File: config.mk
export PLATFORM = sky130hd
export DESIGN_NAME = udma_adc_seq_ctrl
export DESIGN_NICKNAME = d
export VERILOG_FILES = /design/src/rtl/udma_adc_seq_pkg.sv /design/src/rtl/udma_adc_seq_next_ch.sv /design/src/rtl/udma_adc_seq_ctrl.sv
export SDC_FILE = /design/constraint.sdc
export NUM_CORES = 1
export LEC_CHECK = 0
export CAP_MARGIN = 15
export CORE_UTILIZATION = 56
export DETAILED_ROUTE_END_ITERATION = 10
export PLACE_DENSITY_LB_ADDON = 0.2
export SLEW_MARGIN = 20
export SYNTH_ARGS = -nofsm -noshare
export SYNTH_HDL_FRONTEND = slang
export SYNTH_HIERARCHICAL = 1
export SYNTH_SLANG_ARGS = --single-unit
File: constraint.sdc
create_clock -name sys_clk_i -period 3.95 [get_ports sys_clk_i]
set_clock_uncertainty 0.1 [all_clocks]
set_input_delay 0.79 -clock sys_clk_i [delete_from_list [all_inputs] [get_ports sys_clk_i]]
set_output_delay 0.79 -clock sys_clk_i [all_outputs]
set_load 0.05 [all_outputs]
File: src/rtl/udma_adc_seq_pkg.sv
// Shared types and constants for the uDMA ADC channel scan sequencer.
package udma_adc_seq_pkg;

  localparam int unsigned SETTLE_WIDTH = 8;

  typedef enum logic [2:0] {
    IDLE,
    WAIT,
    SETTLE,
    START,
    CONV
  } adc_seq_state_e;

endpackage

File: src/rtl/udma_adc_seq_next_ch.sv
// Finds the lowest set mask bit above the current channel index.
// With first=1 the current index is ignored (behaves as index -1).
module udma_adc_seq_next_ch #(
  parameter int unsigned ADC_NUM_CHS = 8,
  parameter int unsigned CH_ID_WIDTH = 4
) (
  input  logic [ADC_NUM_CHS-1:0] mask,
  input  logic [CH_ID_WIDTH-1:0] cur_ch,
  input  logic                   first,
  output logic [CH_ID_WIDTH-1:0] next_ch,
  output logic                   found
);

  always_comb begin
    // NOTE: every output gets a default before the loop so no latch is inferred.
    next_ch = '0;
    found   = 1'b0;
    // Walking downwards lets the lowest qualifying bit be the last one written.
    for (int i = ADC_NUM_CHS - 1; i >= 0; i--) begin
      if (mask[i] && (first || i > int'(cur_ch))) begin
        next_ch = CH_ID_WIDTH'(i);
        found   = 1'b1;
      end
    end
  end

endmodule

File: src/rtl/udma_adc_seq_ctrl.sv
// Channel scan sequencer: settle, start and completion handshake per enabled channel.
// Define UDMA_ADC_SEQ_TIMEOUT_EN to abandon a conversion after TIMEOUT_CYCLES without adc_done_i.
module udma_adc_seq_ctrl
  import udma_adc_seq_pkg::*;
#(
  parameter int unsigned ADC_NUM_CHS    = 8,
  parameter int unsigned CH_ID_WIDTH    = 4,
  parameter int unsigned PERIOD_WIDTH   = 16,
  parameter int unsigned TIMEOUT_CYCLES = 1024
) (
  input  logic                    sys_clk_i,
  input  logic                    rst_ni,
  input  logic                    cfg_en_i,
  input  logic                    cfg_continuous_i,
  input  logic [ADC_NUM_CHS-1:0]  cfg_ch_mask_i,
  input  logic [PERIOD_WIDTH-1:0] cfg_period_i,
  input  logic [SETTLE_WIDTH-1:0] cfg_settle_i,
  input  logic                    adc_done_i,
  output logic [CH_ID_WIDTH-1:0]  adc_ch_sel_o,
  output logic                    adc_start_o,
  output logic                    busy_o,
  output logic                    scan_done_o,
  output logic                    overrun_o,
  output logic                    timeout_o
);

  if (ADC_NUM_CHS > (1 << CH_ID_WIDTH) || TIMEOUT_CYCLES == 0) begin : g_bad_cfg
    $error("udma_adc_seq_ctrl: ADC_NUM_CHS exceeds CH_ID_WIDTH range or TIMEOUT_CYCLES is 0");
  end

  adc_seq_state_e          state_q;
  logic [ADC_NUM_CHS-1:0]  mask_q;
  logic [SETTLE_WIDTH-1:0] settle_cnt_q;
  logic [PERIOD_WIDTH-1:0] period_cnt_q;
  logic                    en_q;
  logic                    abort_q;

  logic                    idle_or_wait;
  logic [ADC_NUM_CHS-1:0]  finder_mask;
  logic [CH_ID_WIDTH-1:0]  next_ch;
  logic                    next_found;
  logic [PERIOD_WIDTH-1:0] period_reload;
  logic                    tick;
  logic                    scan_req;
  logic                    timeout_hit;
  logic                    conv_end;

  assign idle_or_wait  = (state_q == IDLE) || (state_q == WAIT);
  assign busy_o        = !idle_or_wait;
  // A new scan picks from the live mask; an advance walks the latched one.
  assign finder_mask   = idle_or_wait ? cfg_ch_mask_i : mask_q;
  assign period_reload = (cfg_period_i == '0) ? '0 : cfg_period_i - PERIOD_WIDTH'(1);
  assign tick          = (period_cnt_q == '0);

  udma_adc_seq_next_ch #(
    .ADC_NUM_CHS (ADC_NUM_CHS),
    .CH_ID_WIDTH (CH_ID_WIDTH)
  ) u_next_ch (
    .mask    (finder_mask),
    .cur_ch  (adc_ch_sel_o),
    .first   (idle_or_wait),
    .next_ch (next_ch),
    .found   (next_found)
  );

  always_comb begin
    scan_req = 1'b0;
    unique case (state_q)
      IDLE:    scan_req = cfg_continuous_i ? cfg_en_i : (cfg_en_i && !en_q);
      WAIT:    scan_req = cfg_en_i && (tick || cfg_period_i == '0);
      default: scan_req = 1'b0;
    endcase
  end

`ifdef UDMA_ADC_SEQ_TIMEOUT_EN
  localparam int unsigned TO_W = $clog2(TIMEOUT_CYCLES + 1);
  logic [TO_W-1:0] to_cnt_q;

  // A done arriving in the timeout cycle wins, so no timeout is reported then.
  assign timeout_hit = (state_q == CONV) && !adc_done_i &&
                       (to_cnt_q == TO_W'(TIMEOUT_CYCLES - 1));

  always_ff @(posedge sys_clk_i) begin
    if (!rst_ni) begin
      to_cnt_q  <= '0;
      timeout_o <= 1'b0;
    end else begin
      timeout_o <= timeout_hit;
      to_cnt_q  <= (state_q == CONV) ? to_cnt_q + TO_W'(1) : '0;
    end
  end
`else
  assign timeout_hit = 1'b0;
  assign timeout_o   = 1'b0;
`endif

  assign conv_end = (state_q == CONV) && (adc_done_i || timeout_hit);

  always_ff @(posedge sys_clk_i) begin
    // NOTE: all sequential state uses non-blocking assignments; reset is sampled on the clock edge.
    if (!rst_ni) begin
      state_q      <= IDLE;
      mask_q       <= '0;
      settle_cnt_q <= '0;
      period_cnt_q <= '0;
      en_q         <= 1'b0;
      abort_q      <= 1'b0;
      adc_ch_sel_o <= '0;
      adc_start_o  <= 1'b0;
      scan_done_o  <= 1'b0;
      overrun_o    <= 1'b0;
    end else begin
      en_q        <= cfg_en_i;
      adc_start_o <= 1'b0;
      scan_done_o <= 1'b0;
      overrun_o   <= 1'b0;

      // Period ticks outside WAIT are discarded and the period restarts.
      if (scan_req) begin
        period_cnt_q <= period_reload;
      end else if (state_q != IDLE) begin
        if (tick && !idle_or_wait && cfg_period_i != '0) begin
          overrun_o    <= 1'b1;
          period_cnt_q <= period_reload;
        end else if (!tick) begin
          period_cnt_q <= period_cnt_q - PERIOD_WIDTH'(1);
        end
      end

      unique case (state_q)
        IDLE, WAIT: begin
          abort_q <= 1'b0;
          if (state_q == WAIT && !cfg_en_i) begin
            state_q <= IDLE;
          end else if (scan_req) begin
            mask_q <= cfg_ch_mask_i;
            if (next_found) begin
              adc_ch_sel_o <= next_ch;
              settle_cnt_q <= cfg_settle_i;
              state_q      <= SETTLE;
            end
          end
        end
        SETTLE: begin
          if (!cfg_en_i) begin
            state_q <= IDLE;
          end else if (settle_cnt_q == '0) begin
            adc_start_o <= 1'b1;
            state_q     <= START;
          end else begin
            settle_cnt_q <= settle_cnt_q - SETTLE_WIDTH'(1);
          end
        end
        START: begin
          if (!cfg_en_i) abort_q <= 1'b1;
          state_q <= CONV;
        end
        CONV: begin
          if (!cfg_en_i) abort_q <= 1'b1;
          if (conv_end) begin
            if (abort_q || !cfg_en_i) begin
              state_q <= IDLE;
            end else if (next_found) begin
              adc_ch_sel_o <= next_ch;
              settle_cnt_q <= cfg_settle_i;
              state_q      <= SETTLE;
            end else begin
              scan_done_o <= 1'b1;
              state_q     <= cfg_continuous_i ? WAIT : IDLE;
            end
          end
        end
        default: state_q <= IDLE;
      endcase
    end
  end

endmodule

[Word level (Yosys, flattened, before mapping)]
Index checks and enable logic that the tools add are counted.
Word-level totals
  register bits: 44
  word-level logic and storage cells: 141
Cells by class
  add/sub/neg operators: 3
  order comparisons: 7
  equality and inequality tests: 15
  muxes and demuxes: 53
  bitwise operators: 5
  reduce and logical (&&, ||, !) cells: 48
Operators with widths (count)
  two-way mux 16 bit: 5
  two-way mux 8 bit: 8
  two-way mux 4 bit: 12
  zero test 16 bit: 2
  subtractor 16 x 1 -> 16 bit, second input constant: 2
  one-hot mux 8 bit (3 select lines): 1
  two-way mux 3 bit: 7
  greater-than comparator 3 x 4 -> 1 bit, first input constant: 4
  nonzero test 16 bit: 1
  logical AND 1 bit: 14
  two-way mux 1 bit: 14
  != test 2 bit, second input constant: 7
  one-hot mux 3 bit (4 select lines): 1
  logical OR 1 bit: 10
  != test 3 bit, second input constant: 3
  greater-than comparator 2 x 4 -> 1 bit, first input constant: 2
  zero test 8 bit: 1
  one-hot mux 4 bit (2 select lines): 1
  subtractor 8 x 1 -> 8 bit, second input constant: 1
  AND reduction 7 bit: 1
  equality test 3 x 2 -> 1 bit, second input constant: 2
  AND reduction 3 bit: 2
  nonzero test 2 bit: 3
  nonzero test 3 bit: 2
  15 further kinds: 25

[Logic depth before layout (Yosys ltp)]
  depth in word-level cells: 16
  mapped depth: 15
  depth with buffers taken out: 13

[By module]
The synthesis kept the hierarchy.
Modules (own cells, without submodules)
  udma_adc_seq_ctrl: instances 1, cells an instance 420, area an instance 3174.3 µm², seq. area each 880.8 µm²
  udma_adc_seq_next_ch: instances 1, cells an instance 39, area an instance 251.5 µm², seq. area each 0.0 µm²

[Worst setup path after synthesis]
No wires, ideal clock.
  path kind: register to register
  start point: reg state_q[1]
  end point: reg state_q[0]
  library setup time: 0.072 ns
  data arrival time: 3.232 ns
  required time: 3.778 ns
  path slack: 0.547 ns
  cell stages (with the launch flop): 14
  period minus slack after synthesis: 3.403 ns
  cells stage by stage: dfxtp_1 clkbuf_1 nor2_1 inv_1 clkbuf_1 nand2_1 nand2_1 or2_2 o211a_1 or3_1 nor4b_1 nor2_1 or4_1 mux2i_1
On the way
  elaborated cells on any way between the ends: 44
  those cells by class: 8 x eq/ne; 15 x mux; 21 x reduce/logical
RTL lines
  start: declaration: RTL line udma_adc_seq_ctrl.sv:31  | adc_seq_state_e state_q;
  start signal: assignment: RTL line udma_adc_seq_ctrl.sv:169  | state_q <= cfg_continuous_i ? WAIT : IDLE;
  equality test 3 x 1 -> 1 bit / zero test 3 bit (equally long branches): RTL line udma_adc_seq_ctrl.sv:48  | assign idle_or_wait = (state_q == IDLE) || (state_q == WAIT);
  logical OR 1 bit *: RTL line udma_adc_seq_ctrl.sv:48
  two-way mux 8 bit *: RTL line udma_adc_seq_ctrl.sv:51  | assign finder_mask = idle_or_wait ? cfg_ch_mask_i : mask_q;
  net finder_mask[6]: RTL line udma_adc_seq_ctrl.sv:39  | logic [ADC_NUM_CHS-1:0] finder_mask;
  logical AND 1 bit *: RTL line udma_adc_seq_next_ch.sv:20  | if (mask[i] && (first || i > int'(cur_ch))) begin
  two-way mux 1 bit * (7 in series): RTL line udma_adc_seq_next_ch.sv:20
  net next_found: RTL line udma_adc_seq_ctrl.sv:41  | logic next_found;
  two-way mux 2 bit: RTL line udma_adc_seq_ctrl.sv:163  | end else if (next_found) begin
  two-way mux 2 bit: RTL line udma_adc_seq_ctrl.sv:161  | if (abort_q || !cfg_en_i) begin
  two-way mux 3 bit: RTL line udma_adc_seq_ctrl.sv:160  | if (conv_end) begin
  one-hot mux 3 bit (4 select lines): RTL line udma_adc_seq_ctrl.sv:130  | unique case (state_q)
The timed path passes the listed nets; every way through them passes the cells marked *. The select of a mux whose other input is x is not followed.
A chain may end at the register's enable or synchronous reset.

[Worst setup path after layout]
  start point: reg state_q[1]
  end point: reg state_q[0]
On the way
  longest elaborated chain between the ends: 16
  elaborated cells on any way between the ends: 44
  those cells by class: 8 x eq/ne; 15 x mux; 21 x reduce/logical
RTL lines (RTL line)
  equality test 3 x 1 -> 1 bit / zero test 3 bit (equally long branches): udma_adc_seq_ctrl.sv:48
  logical OR 1 bit *: udma_adc_seq_ctrl.sv:48
  two-way mux 8 bit *: udma_adc_seq_ctrl.sv:51
  net finder_mask[7]: udma_adc_seq_ctrl.sv:39
  logical AND 1 bit *: udma_adc_seq_next_ch.sv:20
  two-way mux 1 bit * (8 in series): udma_adc_seq_next_ch.sv:20
  net next_found: udma_adc_seq_ctrl.sv:41
  two-way mux 2 bit: udma_adc_seq_ctrl.sv:163
  two-way mux 2 bit: udma_adc_seq_ctrl.sv:161
  two-way mux 3 bit: udma_adc_seq_ctrl.sv:160
  one-hot mux 3 bit (4 select lines): udma_adc_seq_ctrl.sv:130
Marks and branches as above.

==> results.toml <==
[pwr]
clock_power_share = 0.161
p_comb_frac = 0.502
seqPwrFrac = 0.337
switching_share = 0.4342
p_int_mw = 1.056
ir_drop_v = 0.0002925
power.density_mw_per_mm2 = 468.1
p_leak_nw = 1.512
switching_power_mw = 0.8103

[clocking]
clock_latency_ps = 300
tritoncts = "yes"
htreeDepth = 2
hold_buffers = 0
cts.sinks = 44
cts_resized = 0
cts.clk_slew.worst_paths_ps = 90
cts_inserted_buffers = 5
post_cts_buffers = 0
cts_buffer_depth = 2
cts-root-buf = "clkbuf_8"

[finish]
num-nets-final = 534
final_cell_area_sq_mm = 0.003986
layout-drive-gt1-share = 0.08722
area_growth_pct = 16.36
fillers = 524
stdcell_count = 568
num_antenna_cells = 0

[timing]
setup_tns_ps = 0
drv_slew = 0
period_minus_slack_ps = 3535
fin_ws_ps = 415.3
fmax_mhz = 282.9
timing.slew.headroom = 0.4591
worst_pin_slew_ps = 805.9
finalCritPeriodShare = 0.8949
hold_viol = 0
setup_violations = 0
grt_setup_unrepaired = "no"

[drt]
wl_um = 9215
wl_per_cell_um = 16.22
drt_iter0_drc = 292
vias = 3642
ant_nets = 0
viasPerCell = 6.412
drtPass1Iterations = 5
drcViolationCount = 0

[setup_path]
path_buf_inv = 2
critical_path_class = "flip-flop to flip-flop"
cp_cell_sequence = "nor2_1 > buf_4 > inv_1 > nand2_1 > nand2_1 > or2_2 > o211a_1 > or3_1 > nor4b_1 > nor2_1 > or4_1 > mux2i_1"
startpoint = "state_q[1]"
critPathMaxStageDelay_ps = 490
r2r_cells = 12
cp_slowest_cell = "or3_1"
reg2reg_from = "state_q[1]"
cp_top_family = "simple AND/OR/NAND/NOR gates"
cp-start-kind = "flip-flop"
critPathArrivalTime_ps = 3670
critPathRequiredTime_ps = 4090
crit_cells = 12
cp_max_fo = 22
end_kind = "flip-flop"

[synthesis]
synth_cells = 459
synth_nets = 501
yosysSeqAreaShare = 0.2571
ys.flop_type = "dfxtp_1"
ys_seq_elements = 44
yosysMostFrequentCell = "nand2_1"
synth.area.top_cells = "dfxtp_1 (26%), nand2_1 (7.5%), mux2i_1 (4.7%), a21oi_1 (4.1%), o21ai_0 (3.7%)"
synth_top_cell_by_area = "dfxtp_1"
synth_edf_count = 0
syn_avg_cell_area_sq_um = 7.464
synth_cell_types = 65
synth_common_cells = "nand2_1 (68), dfxtp_1 (44), nor2_1 (30)"
netlist_area_sq_mm = 0.003426
ys_warn_count = 6
yosysTopAreaCellShare = 0.2571
async_flop_share = 0

[floorplanning]
fp.dieW_um = 80.22
pin_count = 46
core_area_sq_mm = 0.005921
floorplan.initialDensity = 0.5786
dieArea_sq_mm = 0.006434
die_y_um = 80.22
fp-row-count = 28

[global_route]
grt.total_usage = 0.3036
grt_pass1_wl_um = 15340
grt_antenna_before_repair = 0
grt_pass1_vias = 3226
grt_max_degree = 36
gr-total-overflow = 0

[place]
place_congestion = 0.9177
portBuffers = 44
place_hpwl_um = 6749
postPlaceCellArea_sq_mm = 0.003896
pre_cts_ws_ps = 161.2
dpl.cell_count = 560

[outcome]
status = "finished clean"

[run]
max_cap_viol_count = 0

[min_path]
min_from = "mask_q[2]"
hold_depth = 2
hp-class = "flip-flop to flip-flop"
sequential cells by signal (all words and copies together) (netlist names):
register      flops
period_cnt_q     16
adc_start_o       1
en_q              1
overrun_o         1
mask_q            8
state_q           3
scan_done_o       1
abort_q           1
adc_ch_sel_o      4
settle_cnt_q      8
final cells by class:
class	count	area, sq um	area share
well taps	75	93.84	0.02354
multi-input cells	368	2322	0.5825
clock buffers	8	90.09	0.02260
repair buffers	58	543.0	0.1362
inverters	15	56.30	0.01412
flip-flops and latches	44	880.8	0.2210
cell usage in the layout (no fill, tap or decap), drive strengths merged, types with 3 or more instances in the layout:
master	instances
nand3b	3
a211oi	9
nand2b	6
a31oi	3
o21ai	29
o31ai	4
nor2	30
clkbuf	8
inv	15
xor2	7
dfxtp	44
a21o	5
or2	4
or4	9
nor4b	6
ha	5
or3	11
xnor2	6
o32ai	7
o31a	4
a21oi	31
clkdlybuf4s50	43
nor2b	5
nand2	68
and3	5
nor4	18
nand3	15
nand4	4
mux2i	16
buf	15
nor3	19
a221oi	4
logic make-up after synthesis:
logic type / share of synthesized area
other: 0.002192
adder cells (fa/ha/maj): 0.01826
buffers and inverters: 0.06501
AO/OA/AOI/OAI: 0.2520
flip-flops: 0.2571
AND/OR/NAND/NOR: 0.3167
multiplexers: 0.05551
XOR/XNOR: 0.03324
worst paths after layout:
kind / slack (ps) / endpoint
hold reg to reg: 370 / mask_q[2]
hold / removal: 370 / mask_q[2]
setup reg to reg: 420 / state_q[0]
setup / recovery: 420 / state_q[0]
per-layer routing:
layer / global-route usage / vias to the layer above / part of all wire
li1: - / 1769 / -
met1: 0.4008 / 1683 / 0.44
met2: 0.5060 / 170 / 0.47
met3: 0.05114 / 20 / 0.069
met4: 0.08571 / 0 / 0.018
met5: 0 / - / 0
per-stage QoR:
step / power [mW] / hold WS (ps) / util
6_report: 1.866 / 366.0 / 0.6733
5_1_grt: 1.988 / 389.4 / 0.6733
4_1_cts: 1.853 / 366.4 / 0.6733
3_5_place_dp: 1.551 / 355.6 / 0.6581
3_3_place_gp: 1.521 / 351.4 / 0.6581
2_1_floorplan: 1.309 / 342.1 / -
power by group through the flow:
stage / clock network (mW) / registers (mW) / logic (mW)
finish: 0.301 / 0.629 / 0.936
global route: 0.322 / 0.642 / 1.02
floorplan: 0 / 0.621 / 0.687
detailed placement: 0 / 0.635 / 0.916
global placement: 0 / 0.631 / 0.891
CTS: 0.303 / 0.626 / 0.924
worst reg2reg max path: cells and delay by family, from the launching register on:
family	cells	cell delay, ps
AO/OA/AOI/OAI	1	130
buffers and inverters	2	540
flip-flops	1	430
multiplexers	1	140
AND/OR/NAND/NOR	8	2120
(Power assumes the default switching activity.)
